`src/rtl/csr_mmode_irq_if.sv`:
```
// csr_mmode_irq_if: CSR access bus between execute stage and the M-mode CSR file
interface csr_mmode_irq_if;
  logic [11:0] csr_addr;
  logic [1:0]  csr_op;
  logic [31:0] csr_wdata;
  logic [31:0] csr_rdata;
  logic        csr_illegal;
  modport master (output csr_addr, csr_op, csr_wdata, input csr_rdata, csr_illegal);
  modport slave  (input csr_addr, csr_op, csr_wdata, output csr_rdata, csr_illegal);
endinterface

```
`src/rtl/csr_mmode_irq.sv`:
```
// csr_mmode_irq: machine-mode CSR file with interrupt arbitration, trap entry/mret redirect and 64-bit counters
module csr_mmode_irq #(
  parameter int          NUM_LOCAL_IRQ = 4,
  parameter logic [31:0] RESET_MTVEC   = 32'h0,
  parameter bit          CNT_EN        = 1'b1
) (
  input  logic                     clk,
  input  logic                     rst,
  csr_mmode_irq_if.slave           bus,
  input  logic [31:0]              csr_pc,
  input  logic                     csr_is_mret,
  input  logic                     instr_retire,
  input  logic                     timer_irq,
  input  logic                     ext_irq,
  input  logic [NUM_LOCAL_IRQ-1:0] local_irq,
  output logic                     trap_taken,
  output logic [31:0]              trap_vec
);
  localparam logic [31:0] LOC_MASK = 32'(((64'd1 << NUM_LOCAL_IRQ) - 64'd1) << 16);
  localparam logic [31:0] MIE_MASK = LOC_MASK | 32'h0000_0880;
  logic [31:0] mstatus_q, mstatus_d, mie_q, mie_d, mtvec_q, mtvec_d;
  logic [31:0] mepc_q, mepc_d, mcause_q, mcause_d, mip_q, mip_d;
  logic [63:0] mcycle_q, mcycle_d, minstret_q, minstret_d;
  logic        trap_taken_q, trap_taken_d;
  logic [31:0] trap_vec_q, trap_vec_d;
  logic [31:0] rdata, wval, pend;
  logic        legal, we, trap;
  logic [4:0]  cause;
  // Combinational read of the addressed CSR (pre-update value) and address decode
  always_comb begin
    rdata = 32'h0;
    legal = 1'b1;
    case (bus.csr_addr)
      12'h300: rdata = mstatus_q;
      12'h304: rdata = mie_q;
      12'h305: rdata = mtvec_q;
      12'h341: rdata = mepc_q;
      12'h342: rdata = mcause_q;
      12'h344: rdata = mip_q;
      12'hB00: rdata = mcycle_q[31:0];
      12'hB80: rdata = mcycle_q[63:32];
      12'hB02: rdata = minstret_q[31:0];
      12'hB82: rdata = minstret_q[63:32];
      default: legal = 1'b0;
    endcase
  end
  assign bus.csr_rdata   = rdata;
  assign bus.csr_illegal = (bus.csr_op != 2'b00) && !legal;
  assign we   = (bus.csr_op != 2'b00) && legal;
  assign wval = bus.csr_op == 2'b01 ? bus.csr_wdata :
                bus.csr_op == 2'b10 ? rdata | bus.csr_wdata : rdata & ~bus.csr_wdata;
  assign pend = mip_q & mie_q;
  assign trap = mstatus_q[3] && |pend && !csr_is_mret;
  // Interrupt priority: MEI over MTI over local lines, lowest local index wins
  always_comb begin
    cause = 5'd0;
    for (int i = NUM_LOCAL_IRQ - 1; i >= 0; i--)
      if (pend[16+i]) cause = 5'(16 + i);
    if (pend[7]) cause = 5'd7;
    if (pend[11]) cause = 5'd11;
  end
  // Next state: CSR writes first, then trap/mret overrides mstatus/mepc/mcause; counters tick unless written
  always_comb begin
    mip_d = 32'h0;
    mip_d[7] = timer_irq;
    mip_d[11] = ext_irq;
    mip_d[16 +: NUM_LOCAL_IRQ] = local_irq;
    mstatus_d = (we && bus.csr_addr == 12'h300) ? wval & 32'h88 : mstatus_q;
    mie_d = (we && bus.csr_addr == 12'h304) ? wval & MIE_MASK : mie_q;
    mtvec_d = (we && bus.csr_addr == 12'h305) ? wval & ~32'h2 : mtvec_q;
    mepc_d = (we && bus.csr_addr == 12'h341) ? wval & ~32'h3 : mepc_q;
    mcause_d = (we && bus.csr_addr == 12'h342) ? wval : mcause_q;
    trap_taken_d = 1'b0;
    trap_vec_d = trap_vec_q;
    mcycle_d = CNT_EN ? mcycle_q + 64'd1 : 64'd0;
    minstret_d = CNT_EN ? minstret_q + 64'(instr_retire) : 64'd0;
    if (CNT_EN && we) begin
      mcycle_d = bus.csr_addr == 12'hB00 ? {mcycle_q[63:32], wval} :
                 bus.csr_addr == 12'hB80 ? {wval, mcycle_q[31:0]} : mcycle_d;
      minstret_d = bus.csr_addr == 12'hB02 ? {minstret_q[63:32], wval} :
                   bus.csr_addr == 12'hB82 ? {wval, minstret_q[31:0]} : minstret_d;
    end
    if (trap) begin
      mepc_d = csr_pc & ~32'h3;
      mcause_d = {1'b1, 26'b0, cause};
      mstatus_d = {24'b0, mstatus_q[3], 7'b0};
      trap_taken_d = 1'b1;
      trap_vec_d = {mtvec_q[31:2], 2'b0} + (mtvec_q[0] ? {25'b0, cause, 2'b0} : 32'h0);
    end else if (csr_is_mret) begin
      mstatus_d = {24'b0, 1'b1, 3'b0, mstatus_q[7], 3'b0};
      trap_taken_d = 1'b1;
      trap_vec_d = mepc_q;
    end
  end
  // State registers with asynchronous reset
  always_ff @(posedge clk or posedge rst) begin
    if (rst) begin
      mstatus_q <= 32'h0;
      mie_q <= 32'h0;
      mtvec_q <= RESET_MTVEC & ~32'h2;
      mepc_q <= 32'h0;
      mcause_q <= 32'h0;
      mip_q <= 32'h0;
      mcycle_q <= 64'h0;
      minstret_q <= 64'h0;
      trap_taken_q <= 1'b0;
      trap_vec_q <= 32'h0;
    end else begin
      mstatus_q <= mstatus_d;
      mie_q <= mie_d;
      mtvec_q <= mtvec_d;
      mepc_q <= mepc_d;
      mcause_q <= mcause_d;
      mip_q <= mip_d;
      mcycle_q <= mcycle_d;
      minstret_q <= minstret_d;
      trap_taken_q <= trap_taken_d;
      trap_vec_q <= trap_vec_d;
    end
  end
  assign trap_taken = trap_taken_q;
  assign trap_vec   = trap_vec_q;
endmodule

```
`src/flat_wrapper.sv`:
```
// flat-port wrapper written by rule: the top's interface ports become plain ports
module csr_mmode_irq_flat 
#(
  parameter int          NUM_LOCAL_IRQ = 4,
  parameter logic [31:0] RESET_MTVEC   = 32'h0,
  parameter bit          CNT_EN        = 1'b1
)
  (clk, rst, csr_pc, csr_is_mret, instr_retire, timer_irq, ext_irq, local_irq, trap_taken, trap_vec, bus_csr_addr, bus_csr_op, bus_csr_wdata, bus_csr_rdata, bus_csr_illegal);
  csr_mmode_irq_if bus_i ();
  input  logic clk;
  input  logic rst;
  input  logic [31:0] csr_pc;
  input  logic csr_is_mret;
  input  logic instr_retire;
  input  logic timer_irq;
  input  logic ext_irq;
  input  logic [NUM_LOCAL_IRQ-1:0] local_irq;
  output logic trap_taken;
  output logic [31:0] trap_vec;
  input wire logic [$bits(bus_i.csr_addr)-1:0] bus_csr_addr;
  input wire logic [$bits(bus_i.csr_op)-1:0] bus_csr_op;
  input wire logic [$bits(bus_i.csr_wdata)-1:0] bus_csr_wdata;
  output wire logic [$bits(bus_i.csr_rdata)-1:0] bus_csr_rdata;
  output wire logic [$bits(bus_i.csr_illegal)-1:0] bus_csr_illegal;
  assign bus_i.csr_addr = bus_csr_addr;
  assign bus_i.csr_op = bus_csr_op;
  assign bus_i.csr_wdata = bus_csr_wdata;
  assign bus_csr_rdata = bus_i.csr_rdata;
  assign bus_csr_illegal = bus_i.csr_illegal;
  csr_mmode_irq #(.NUM_LOCAL_IRQ(NUM_LOCAL_IRQ), .RESET_MTVEC(RESET_MTVEC), .CNT_EN(CNT_EN)) u_core (.clk(clk), .rst(rst), .bus(bus_i), .csr_pc(csr_pc), .csr_is_mret(csr_is_mret), .instr_retire(instr_retire), .timer_irq(timer_irq), .ext_irq(ext_irq), .local_irq(local_irq), .trap_taken(trap_taken), .trap_vec(trap_vec));
endmodule
```
`config.mk`:
```
export PLATFORM = sky130hd
export DESIGN_NAME = csr_mmode_irq_flat
export DESIGN_NICKNAME = d
export VERILOG_FILES = /design/src/rtl/csr_mmode_irq_if.sv /design/src/rtl/csr_mmode_irq.sv /design/src/flat_wrapper.sv
export SDC_FILE = /design/constraint.sdc
export NUM_CORES = 1
export LEC_CHECK = 0
export CORE_ASPECT_RATIO = 0.9
export CORE_MARGIN = 4
export CORE_UTILIZATION = 45
export CTS_CLUSTER_SIZE = 28
export DETAILED_ROUTE_END_ITERATION = 6
export SLEW_MARGIN = 15
export SYNTH_ARGS = -nofsm -noshare
export SYNTH_HDL_FRONTEND = slang
export SYNTH_SLANG_ARGS = --single-unit
```
`constraint.sdc`:
```
create_clock -name clk -period 13.83 [get_ports clk]
set_clock_uncertainty 0.05 [all_clocks]
set_input_delay 3.4575 -clock clk [delete_from_list [all_inputs] [get_ports clk]]
set_output_delay 3.4575 -clock clk [all_outputs]
set_load 0.02 [all_outputs]
```
==> metrics.cfg, run 1 <==
[critical_path]
path_buf_inv=2
path_common_cell=clkdlybuf4s50_1
reg2reg_from=u_core.mie_q[19]
worstPathRequired_ps=10320
r2r_slack_ps=10020
crit_arrival_ps=7340
path_cells=clkdlybuf4s50_1 > or4b_1 > nor3_1 > a222oi_1 > nand3_1 > clkdlybuf4s50_1
max_stage_delay_ps=1090
worstPathMaxFanout=18
cp_slowest_cell=or4b_1
end_kind=output port
crit_type=primary input to output port
cp_top_family=simple AND/OR/NAND/NOR gates
reg2reg_to=u_core.trap_vec[31]
r2r_cells=12
startpoint_type=primary input

[clock_network]
cts.sinks=266
clock_path_buffers=3
cts_setup_buffers=0
cts_buffers=34
clkLatencyLatePin_ps=540
clk_pin_slew_ps=60
cts_root_buf=clkbuf_16
cts_tree=built
ctsResizeCount=0
htreeDepth=2
cts_hold_buf=0

[logic_synthesis]
syn_inst=2116
yosys.cell_count.top_type=dfrtp_1
ys_types=90
synth-edff-count=0
ys.flop_type=dfrtp_1
synthArstFlopShare_pct=100
synthTopCellsByArea=dfrtp_1, o21ai_0, nand2_1
synth_top_area_share_pct=37.2
yosysTopAreaCell=dfrtp_1
avgSynthCellArea_um2=8.46
ys_ff_latch=266
syn_area_um2=17900
ys_seq_area_share_pct=37.2
synth_common_cells=dfrtp_1, nand2_1, o21ai_0, a21oi_1, nor2_1
yosys_warnings=0

[power]
ir_worst_vdd_mv=0.0990
p_per_area_nw_per_um2=101
p_leak_nw=7.98

[cells_and_area]
area_growth_pct=17.6
utilization_pct=53.4
nets=2294
multi_input_area_um2=10600
seq_area_um2=6660
drive_above_1_share_pct=9.18
nFillCells=3758
final_area_um2=21000

[floorplan]
start_util_pct=45.5
ios=154
die_height_um=197
die-area_um2=43000
rows=69
die_x_um=218
fp.coreArea_um2=39400

[global_route]
grt_pass1_wl_um=123000
grt_pass1_vias=17800
grt_max_degree=169
grt_usage_pct=37.9
gr-total-overflow=0
antenna_found_initial=8

[routing]
vias=19400
wl_um=84000
vias_per_cell=7.04
ant_nets=0
wl_per_cell_um=30.5
drc_errors=0
drtIter0Drc=2917
dr.pass1.iters=6

[place]
io_buffers=149
placed_area_um2=19900
place_congestion=1.01
pre_cts_ws_ps=3170
dp_hpwl_um=60400

[timing]
worst_slew_pin_slew_ps=1290
hold_viol_final=0
setup_slack_ps=2980
fin_crit_sh_pct=78.4
slew_viol_final=0
setup_violations=0
fin_tns_setup_ps=0
fin_crit_ps=10850
fmax_ghz=0.0922
rsz0062_at_grt=false
slew-limit-headroom_pct=13.4
holdWs_ps=434

[hold_path]
holdPathStages=2
min_from=u_core.mcause_q[22]
hp-class=flop to flop
holdPathEnd=u_core.mcause_q[22]

[flow_run]
max-cap-violations=0

[run_status]
status=complete, no violations

-- per-stage QoR --
stage               power (mW)  std cells
CTS                       2.12       2755
detailed placement        1.19       2693
global route              2.19       2755
finish                    2.13       2757
floorplan                 1.03       2117
global placement          1.18       2693
-- final cells by class --
cell class | instances | share of cell area [%]
antenna | 2 | 0.0238
sequential | 266 | 31.6
timing repair buffer | 197 | 8.78
inverter | 36 | 0.678
clock inverter | 16 | 0.791
clock buffer | 46 | 4.75
multi-input combinational | 1662 | 50.2
tap | 532 | 3.16
-- cells by family (layout without fill, tap and decap cells) --
kind of cell / after synthesis / in the layout / synth area share, %
flops: 266 / 266 / 37.2
xor+xnor: 58 / 58 / 2.84
compound gates: 656 / 656 / 24.4
fa+ha+maj: 9 / 9 / 0.671
buf+inv: 189 / 295 / 4.38
simple gates: 857 / 857 / 25.7
mux: 80 / 80 / 4.73
other cells: 1 / 4 / 0.0210
-- state kept, by name, summed over array words and instances (netlist names) --
register and flops:
u_core.trap_vec 30, u_core.minstret_q 64, u_core.mcycle_q 64, u_core.mstatus_q 2
u_core.mcause_q 32, u_core.trap_taken 1, u_core.mepc_q 30, u_core.mtvec_q 31
u_core.mip_q 6, u_core.mie_q 6
-- power by group --
group | leakage, nW | internal, mW | switching (mW)
Combinational | 3.95 | 0.107 | 0.185
Clock | 0.578 | 0.566 | 0.377
Sequential | 3.45 | 0.821 | 0.0755
Total | 7.98 | 1.49 | 0.638
-- worst register-to-register path: stages, from the launching register on --
cell and delay, ps:
dfrtp_1 470, a22oi_1 350, nand2b_1 150, nand2_1 180, nand2_1 190, inv_1 60
ha_1 290, a211oi_1 110, o21ai_0 690, nand2_1 390, nor4_1 490, nor4b_1 90
nand3b_1 180
-- per-layer routing --
layer / vias up / part of all wire [%] / global-route usage (%)
li1: 8288 / - / -
met1: 9482 / 40 / 53.9
met2: 1390 / 41 / 55.2
met3: 245 / 13 / 8.89
met4: 6 / 5.5 / 16.9
met5: - / 0.051 / 0
-- layout by cell type, fill, tap and decap left out, types with 25 or more instances in the layout --
cell type	instances
dfrtp_1	266
nand2_1	234
o21ai_0	177
clkdlybuf4s50_1	145
a21oi_1	128
nor2_1	117
nand4_1	96
nand3_1	96
nor3_1	57
xnor2_1	54
a22oi_1	50
buf_4	48
nor4_1	46
mux2i_1	44
clkbuf_16	37
mux2_2	36
inv_1	34
and3_1	27
and4_1	26
a211oi_1	25
-- how the worst max path moves through the flow --
stage / endpoint / slack, ps / depth (start not counted) / start
after floorplan: u_core.mcause_q[0] / 3000 / 1 / rst
after global placement: bus_csr_rdata[7] / 3220 / 6 / bus_csr_addr[0]
after detailed placement: bus_csr_rdata[7] / 3170 / 6 / bus_csr_addr[0]
after CTS: bus_csr_rdata[7] / 3160 / 6 / bus_csr_addr[0]
after global routing: bus_csr_rdata[5] / 3030 / 7 / bus_csr_addr[0]
final: bus_csr_rdata[7] / 2980 / 6 / bus_csr_addr[0]
Note: power is estimated with default switching activity, not from simulation.
==> run 2, diff against run 1 <==
==> constraint.sdc (replaced) <==
create_clock -name clk -period 11.4 [get_ports clk]
set_clock_uncertainty 0.05 [all_clocks]
set_input_delay 2.85 -clock clk [delete_from_list [all_inputs] [get_ports clk]]
set_output_delay 2.85 -clock clk [all_outputs]
set_load 0.02 [all_outputs]
==> run 2 against run 1 <==
  * Sequential cell count did not move
  * Non-clock buffer count rose by 3
  * First-iteration DRC count rose by 4.5%
  * Final area fell by 0.34%
  * Critical path depth did not move
  * Sequential power rose by 22%
  * Via count fell by 1.0%
  * Combinational power rose by 22%
  * Cell count barely moved
  * Register-to-register slack got worse by 2700 ps
  * Critical endpoint unchanged
==> metrics.cfg, run 2 (synthesis gave the netlist of run 1 again) <==
[clock_network]
clk_pin_slew_ps=60  ; about the same
clock_path_buffers=3  ; unchanged
cts.sinks=266  ; unchanged
cts_buffers=34  ; unchanged
ctsResizeCount=0  ; unchanged
cts_hold_buf=0  ; unchanged
cts_root_buf=clkbuf_16
cts_setup_buffers=0  ; unchanged
cts_tree=built
clkLatencyLatePin_ps=560  ; +20 ps
htreeDepth=2  ; unchanged

[cells_and_area]
utilization_pct=53.3  ; -0.18 points
final_cell_mix=dfrtp_1, nand2_1, o21ai_0, clkdlybuf4s50_1, a21oi_1
reg_top3=u_core.mcycle_q: 64 flops, u_core.minstret_q: 64 flops, u_core.mcause_q: 32 flops
area_growth_pct=17.2
nets=2297  ; +0.13%
nFillCells=3770  ; +0.32%
drive_above_1_share_pct=9.05  ; -0.13 points
final_area_um2=21000  ; -0.34%
multi_input_area_um2=10600  ; about the same
seq_area_um2=6660  ; unchanged
final_common_cell=dfrtp_1

[global_route]
grt_max_degree=142  ; -16%
grt_usage_pct=38.1  ; +0.19 points
grtUsageMet2_pct=55.1  ; -0.081 points
antenna_found_initial=5  ; -3
grt_pass1_wl_um=123000  ; about the same
grt_pass1_vias=17700  ; -0.42%
grtUsageMet3_pct=9.83  ; +0.94 points
busiest_layer=met2
gr-total-overflow=0  ; unchanged
grt.met1_usage_pct=54.0  ; +0.091 points

[routing]
ant_nets=0  ; unchanged
wl_per_cell_um=30.7  ; +0.71%
drc_errors=0  ; unchanged
vias_per_cell=6.97  ; -0.99%
wl_um=84500  ; +0.67%
drtIter0Drc=3047  ; +4.5%
vias=19200  ; -1.0%
dr.pass1.iters=6  ; unchanged

[timing]
setup_violations=0  ; unchanged
hold_viol_final=0  ; unchanged
slew-limit-headroom_pct=15.0  ; +1.6 points
fin_crit_ps=9480
fin_tns_setup_ps=0  ; unchanged
fin_crit_sh_pct=83.2
worst_slew_pin_slew_ps=1270  ; -15.7 ps
fmax_ghz=0.105
slew_viol_final=0  ; unchanged
rsz0062_at_grt=false

[hold_path]
hp-class=flop to flop

[power]
switching_share_pct=30.4  ; +0.49 points
ir_worst_vdd_mv=0.100  ; +1.4%
p_int_mw=1.75  ; +17%
seqPwrFrac_pct=43.1  ; +1.0 points
p_leak_nw=7.95  ; -0.39%
p_per_area_nw_per_um2=120  ; +19%
combPwrFrac_pct=14.1  ; +0.4 points
clkPwrFrac_pct=42.8  ; -1.5 points
switching_power_uw=766  ; +20%

[place]
io_buffers=149  ; unchanged
place_congestion=1.01  ; +0.17%
placed_area_um2=19900  ; +0.11%
dp_hpwl_um=60700  ; +0.39%

[critical_path]
crit_arrival_ps=6580  ; -760 ps
path_cells=clkdlybuf4s50_1 > or4b_1 > nor3_1 > a222oi_1 > nand3_1 > clkdlybuf4s50_1
path_common_cell=clkdlybuf4s50_1
max_stage_delay_ps=920  ; -170 ps
crit_type=primary input to output port
startpoint_type=primary input
worstPathMaxFanout=16  ; -2
end_kind=output port
cp_slowest_cell=or4b_1
r2r_slack_ps=7350  ; -2670 ps
worstPathRequired_ps=8500  ; -1820 ps

[floorplan]
die_x_um=218  ; unchanged
die-area_um2=43000  ; unchanged
start_util_pct=45.5  ; unchanged
ios=154  ; unchanged
die_height_um=197  ; unchanged
fp.coreArea_um2=39400  ; unchanged
rows=69  ; unchanged

[run_status]
status=complete, no violations

[flow_run]
max-cap-violations=0  ; unchanged

run 2: area by class of cell:
type,count,share of cell area (%)
Antenna cell,2,0.0239
Clock buffer,51,4.94
Timing Repair Buffer,200,8.91
Clock inverter,7,0.197
Multi-Input combinational cell,1662,50.3
Tap cell,532,3.17
Sequential cell,266,31.7
Inverter,36,0.680
run 2: per-layer routing:
| metal | part of all wire [%] | vias to the layer above | routed length [µm] |
|---|---|---|---|
| met5 | 0.030 | - | 25 |
| met4 | 4.9 | 4 | 4100 |
| met3 | 13 | 213 | 10700 |
| met2 | 42 | 1313 | 35500 |
| met1 | 40 | 9388 | 34200 |
| li1 | - | 8293 | - |
run 2: final timing paths:
path	startpoint	end	cells after the start
max	bus_csr_addr[0]	bus_csr_rdata[7]	6
max in group asynchronous	rst	u_core.mcause_q[24]	3
min in group asynchronous	rst	u_core.mip_q[16]	2
max reg2reg	u_core.mie_q[19]	u_core.trap_vec[31]	12
min	u_core.mcause_q[17]	u_core.mcause_q[17]	2
min reg2reg	u_core.mcause_q[17]	u_core.mcause_q[17]	2
run 2: critical path: cells and delay by family:
kind	cells	cell delay, ps
AO/OA/AOI/OAI	1	380
buffers and inverters	2	1400
AND/OR/NAND/NOR	3	1950
run 2: power groups by stage:
| stage | Combinational (mW) | Sequential, mW | Clock [mW] |
|---|---|---|---|
| global placement | 0.342 | 1.10 | 0 |
| detailed placement | 0.346 | 1.10 | 0 |
| global route | 0.376 | 1.09 | 1.12 |
| floorplan | 0.184 | 1.07 | 0 |
| CTS | 0.348 | 1.08 | 1.08 |
| finish | 0.355 | 1.09 | 1.08 |
run 2: stage by stage:
| step | setup slack, ps | hold WS [ps] | total power, mW | std cells |
|---|---|---|---|---|
| floorplan | 1170 | 399 | 1.25 | 2117 |
| CTS | 2110 | 434 | 2.51 | 2754 |
| global placement | 2130 | 410 | 1.44 | 2696 |
| finish | 1920 | 433 | 2.52 | 2756 |
| global route | 1940 | 452 | 2.59 | 2754 |
| detailed placement | 2120 | 421 | 1.44 | 2696 |
==> edit, RTL diff (settings of run 1) <==
`CNT_EN` is set to 1'b1 in 2 places; all go to 1'b0.
--- a/src/rtl/csr_mmode_irq.sv
+++ b/src/rtl/csr_mmode_irq.sv
@@ -2,7 +2,7 @@
 module csr_mmode_irq #(
   parameter int          NUM_LOCAL_IRQ = 4,
   parameter logic [31:0] RESET_MTVEC   = 32'h0,
-  parameter bit          CNT_EN        = 1'b1
+  parameter bit          CNT_EN        = 1'b0
 ) (
   input  logic                     clk,
   input  logic                     rst,
--- a/src/flat_wrapper.sv
+++ b/src/flat_wrapper.sv
@@ -3,7 +3,7 @@
 #(
   parameter int          NUM_LOCAL_IRQ = 4,
   parameter logic [31:0] RESET_MTVEC   = 32'h0,
-  parameter bit          CNT_EN        = 1'b1
+  parameter bit          CNT_EN        = 1'b0
 )
   (clk, rst, csr_pc, csr_is_mret, instr_retire, timer_irq, ext_irq, local_irq, trap_taken, trap_vec, bus_csr_addr, bus_csr_op, bus_csr_wdata, bus_csr_rdata, bus_csr_illegal);
   csr_mmode_irq_if bus_i ();
Function: changed (Yosys sat finds a counterexample within 4 cycles, from zero or initial values and one cycle with rst high).
==> edit against run 1 <==
Largest cell class unchanged. Highest routed layer is now met4. Area after synthesis fell by 55%. Critical path type unchanged. Core utilization increased by 4.8 points. Routed wire length is 64% lower. Critical path depth is the same. Non-clock buffer count fell by 36. Count of clock-buffer cells in the layout fell by 26. Power fell by 52%. Final area decreased by 51%. Sequential power decreased by 52%. Setup slack gained 0.46 ns. Combinational power is 53% lower. Sequential cell count fell by 128. Hold slack worse by 0.0012 ns. Die area decreased by 53%.
==> edit: results (changes against run 1) <==
Run status
  – Run status: completed

Critical path
  – Max Fanout on Critical Path: 23 (+5)
  – RR Endpoint: u_core.mepc_q[26]
  – R2R cell count: 7 (-5)
  – Worst Path Arrival: 6.88 ns (-0.46 ns)
  – Reg-to-reg slack, setup: 10.25 ns (+0.23 ns)
  – RR Startpoint: u_core.mie_q[19]

Global route
  – Vias in the first global route: 7867 (-56%)
  – Initial antenna violation count: 0 (-8)
  – Total track usage: 0.299 (-0.0797)
  – First-pass GRT wire length: 46.4 mm (-62%)
  – Largest net degree at the start of global routing: 76 (-55%)

Hold path
  – Worst Hold Class: register to register
  – Worst hold start: u_core.mcause_q[15]
  – Worst Hold Path EP: u_core.mcause_q[15]

Logic synthesis
  – Synth area leaders: dfrtp_1 43%, o21ai_0 8.0%, a22oi_1 7.5%
  – Synth top cells by count: 138 x dfrtp_1, 137 x nand2_1, 128 x o21ai_0, 80 x a22oi_1
  – Asr flop ratio synth: 1.00 (unchanged)
  – Count of cell types in the netlist: 63 (-30%)
  – Seq/Total Area, Yosys: 0.430 (+0.0582)
  – Ys Warns: 0 (unchanged)

CTS
  – CTS clk-pin slew, worst paths: 0.06 ns (about the same)
  – Worst-case clock buffer depth: 2 (-1)
  – Post-CTS setup buffers: 0 (unchanged)
  – H-tree level count: 4 (+2)
  – Total CTS buffers: 17 (-50%)
  – Clock root buffer: clkbuf_16
  – Skew-Pair Late Insertion Delay: 0.43 ns (-0.11 ns)
  – PostCTS Resize Cnt: 0 (unchanged)

Cells and area
  – Nets: 1124 (-51%)
  – Antenna diodes: 0 (-2)
  – Layout cell share with drive strength beyond 1: 0.0623 (-0.0294)
  – Biggest regs: u_core.mcause_q x32, u_core.mtvec_q x31

Placed design
  – GPL Wtd Cong: 0.930 (-8.0%)
  – Post-DP Area: 9640 sq um (-51%)
  – IO buf count: 148 (-0.67%)
  – Post-DP HPWL: 19.8 mm (-67%)

Drt
  – First DRT Iteration DRCs: 667 (-77%)
  – Final wirelength: 30.0 mm (-64%)
  – DR vias/cell: 6.23 (-12%)

STA
  – Slew at the pin closest to its max-slew limit: 1.10 ns (-0.180 ns)

Pwr
  – Max VDD drop: 0.0000743 V (-25%)
  – Static leakage: 3.96 nW (-50%)
  – Internal: 0.749 mW (-50%)
-- edit: cell count changes after synthesis, moves of 48 or more --
| cell | change |
|---|---|
| nand3_1 | -80 |
| dfrtp_1 | -128 |
| o21ai_0 | -50 |
| nand2_1 | -97 |
| a21oi_1 | -104 |
| nor2_1 | -73 |
| clkbuf_1 | -48 |
| nor3_1 | -48 |
| nand4_1 | -85 |
-- edit: metrics by stage --
step,cells,hold slack [ns],worst slack [ns]
detailed placement,1251,0.421,3.10
global placement,1251,0.412,3.19
global route,1283,0.448,3.38
floorplan,924,0.393,5.33
CTS,1283,0.435,3.11
finish,1283,0.433,3.44
-- edit: worst max-delay path by stage --
stage | from | to | slack [ns] | depth (start not counted)
floorplan | bus_csr_addr[3] | bus_csr_rdata[12] | 5.33 | 6
global placement | bus_csr_addr[2] | bus_csr_rdata[31] | 3.19 | 6
detailed placement | bus_csr_addr[2] | bus_csr_rdata[31] | 3.10 | 6
CTS | bus_csr_addr[2] | bus_csr_rdata[31] | 3.11 | 6
global route | bus_csr_addr[2] | bus_csr_rdata[31] | 3.38 | 6
finish | bus_csr_addr[2] | bus_csr_rdata[31] | 3.44 | 6
-- edit: cell families after synthesis --
family,Yosys count,share of synthesized area
AO/OA/AOI/OAI,349,0.280
XOR/XNOR,56,0.0611
adder cells (fa/ha/maj),6,0.0103
buffers and inverters,87,0.0454
flip-flops,138,0.430
multiplexers,7,0.00935
other,1,0.000467
AND/OR/NAND/NOR,279,0.163
-- edit: area by class of cell --
type                            count  area, sq um
Clock buffer                       20          437
Timing Repair Buffer              161         1570
Multi-Input combinational cell    699         4260
Sequential cell                   138         3450
Fill cell                        1556         7330
Tap cell                          240          300
Clock inverter                     12          143
Inverter                           13         53.8
-- edit: layer usage --
metal  track usage  share of wire  vias up
met1         0.422           0.44     3945
met2         0.468           0.46      409
li1              -              -     3594
met4        0.0803          0.018        0
met5             0              0        -
met3        0.0698          0.086       45
-- edit: critical path: stages --
cell and delay (ns):
clkdlybuf4s50_1 0.99, or4b_4 0.61, nor2_2 0.64, a22oi_1 0.20, nor2_1 0.30, clkdlybuf4s50_1 0.68
-- edit: power by group through the flow --
stage                     registers, mW  clock network (mW)  logic (mW)
after floorplan                   0.442                   0      0.0639
after detailed placement          0.439                   0       0.136
after global routing              0.433               0.479       0.148
final                             0.432               0.456       0.136
after CTS                         0.432               0.460       0.136
after global placement            0.438                   0       0.133
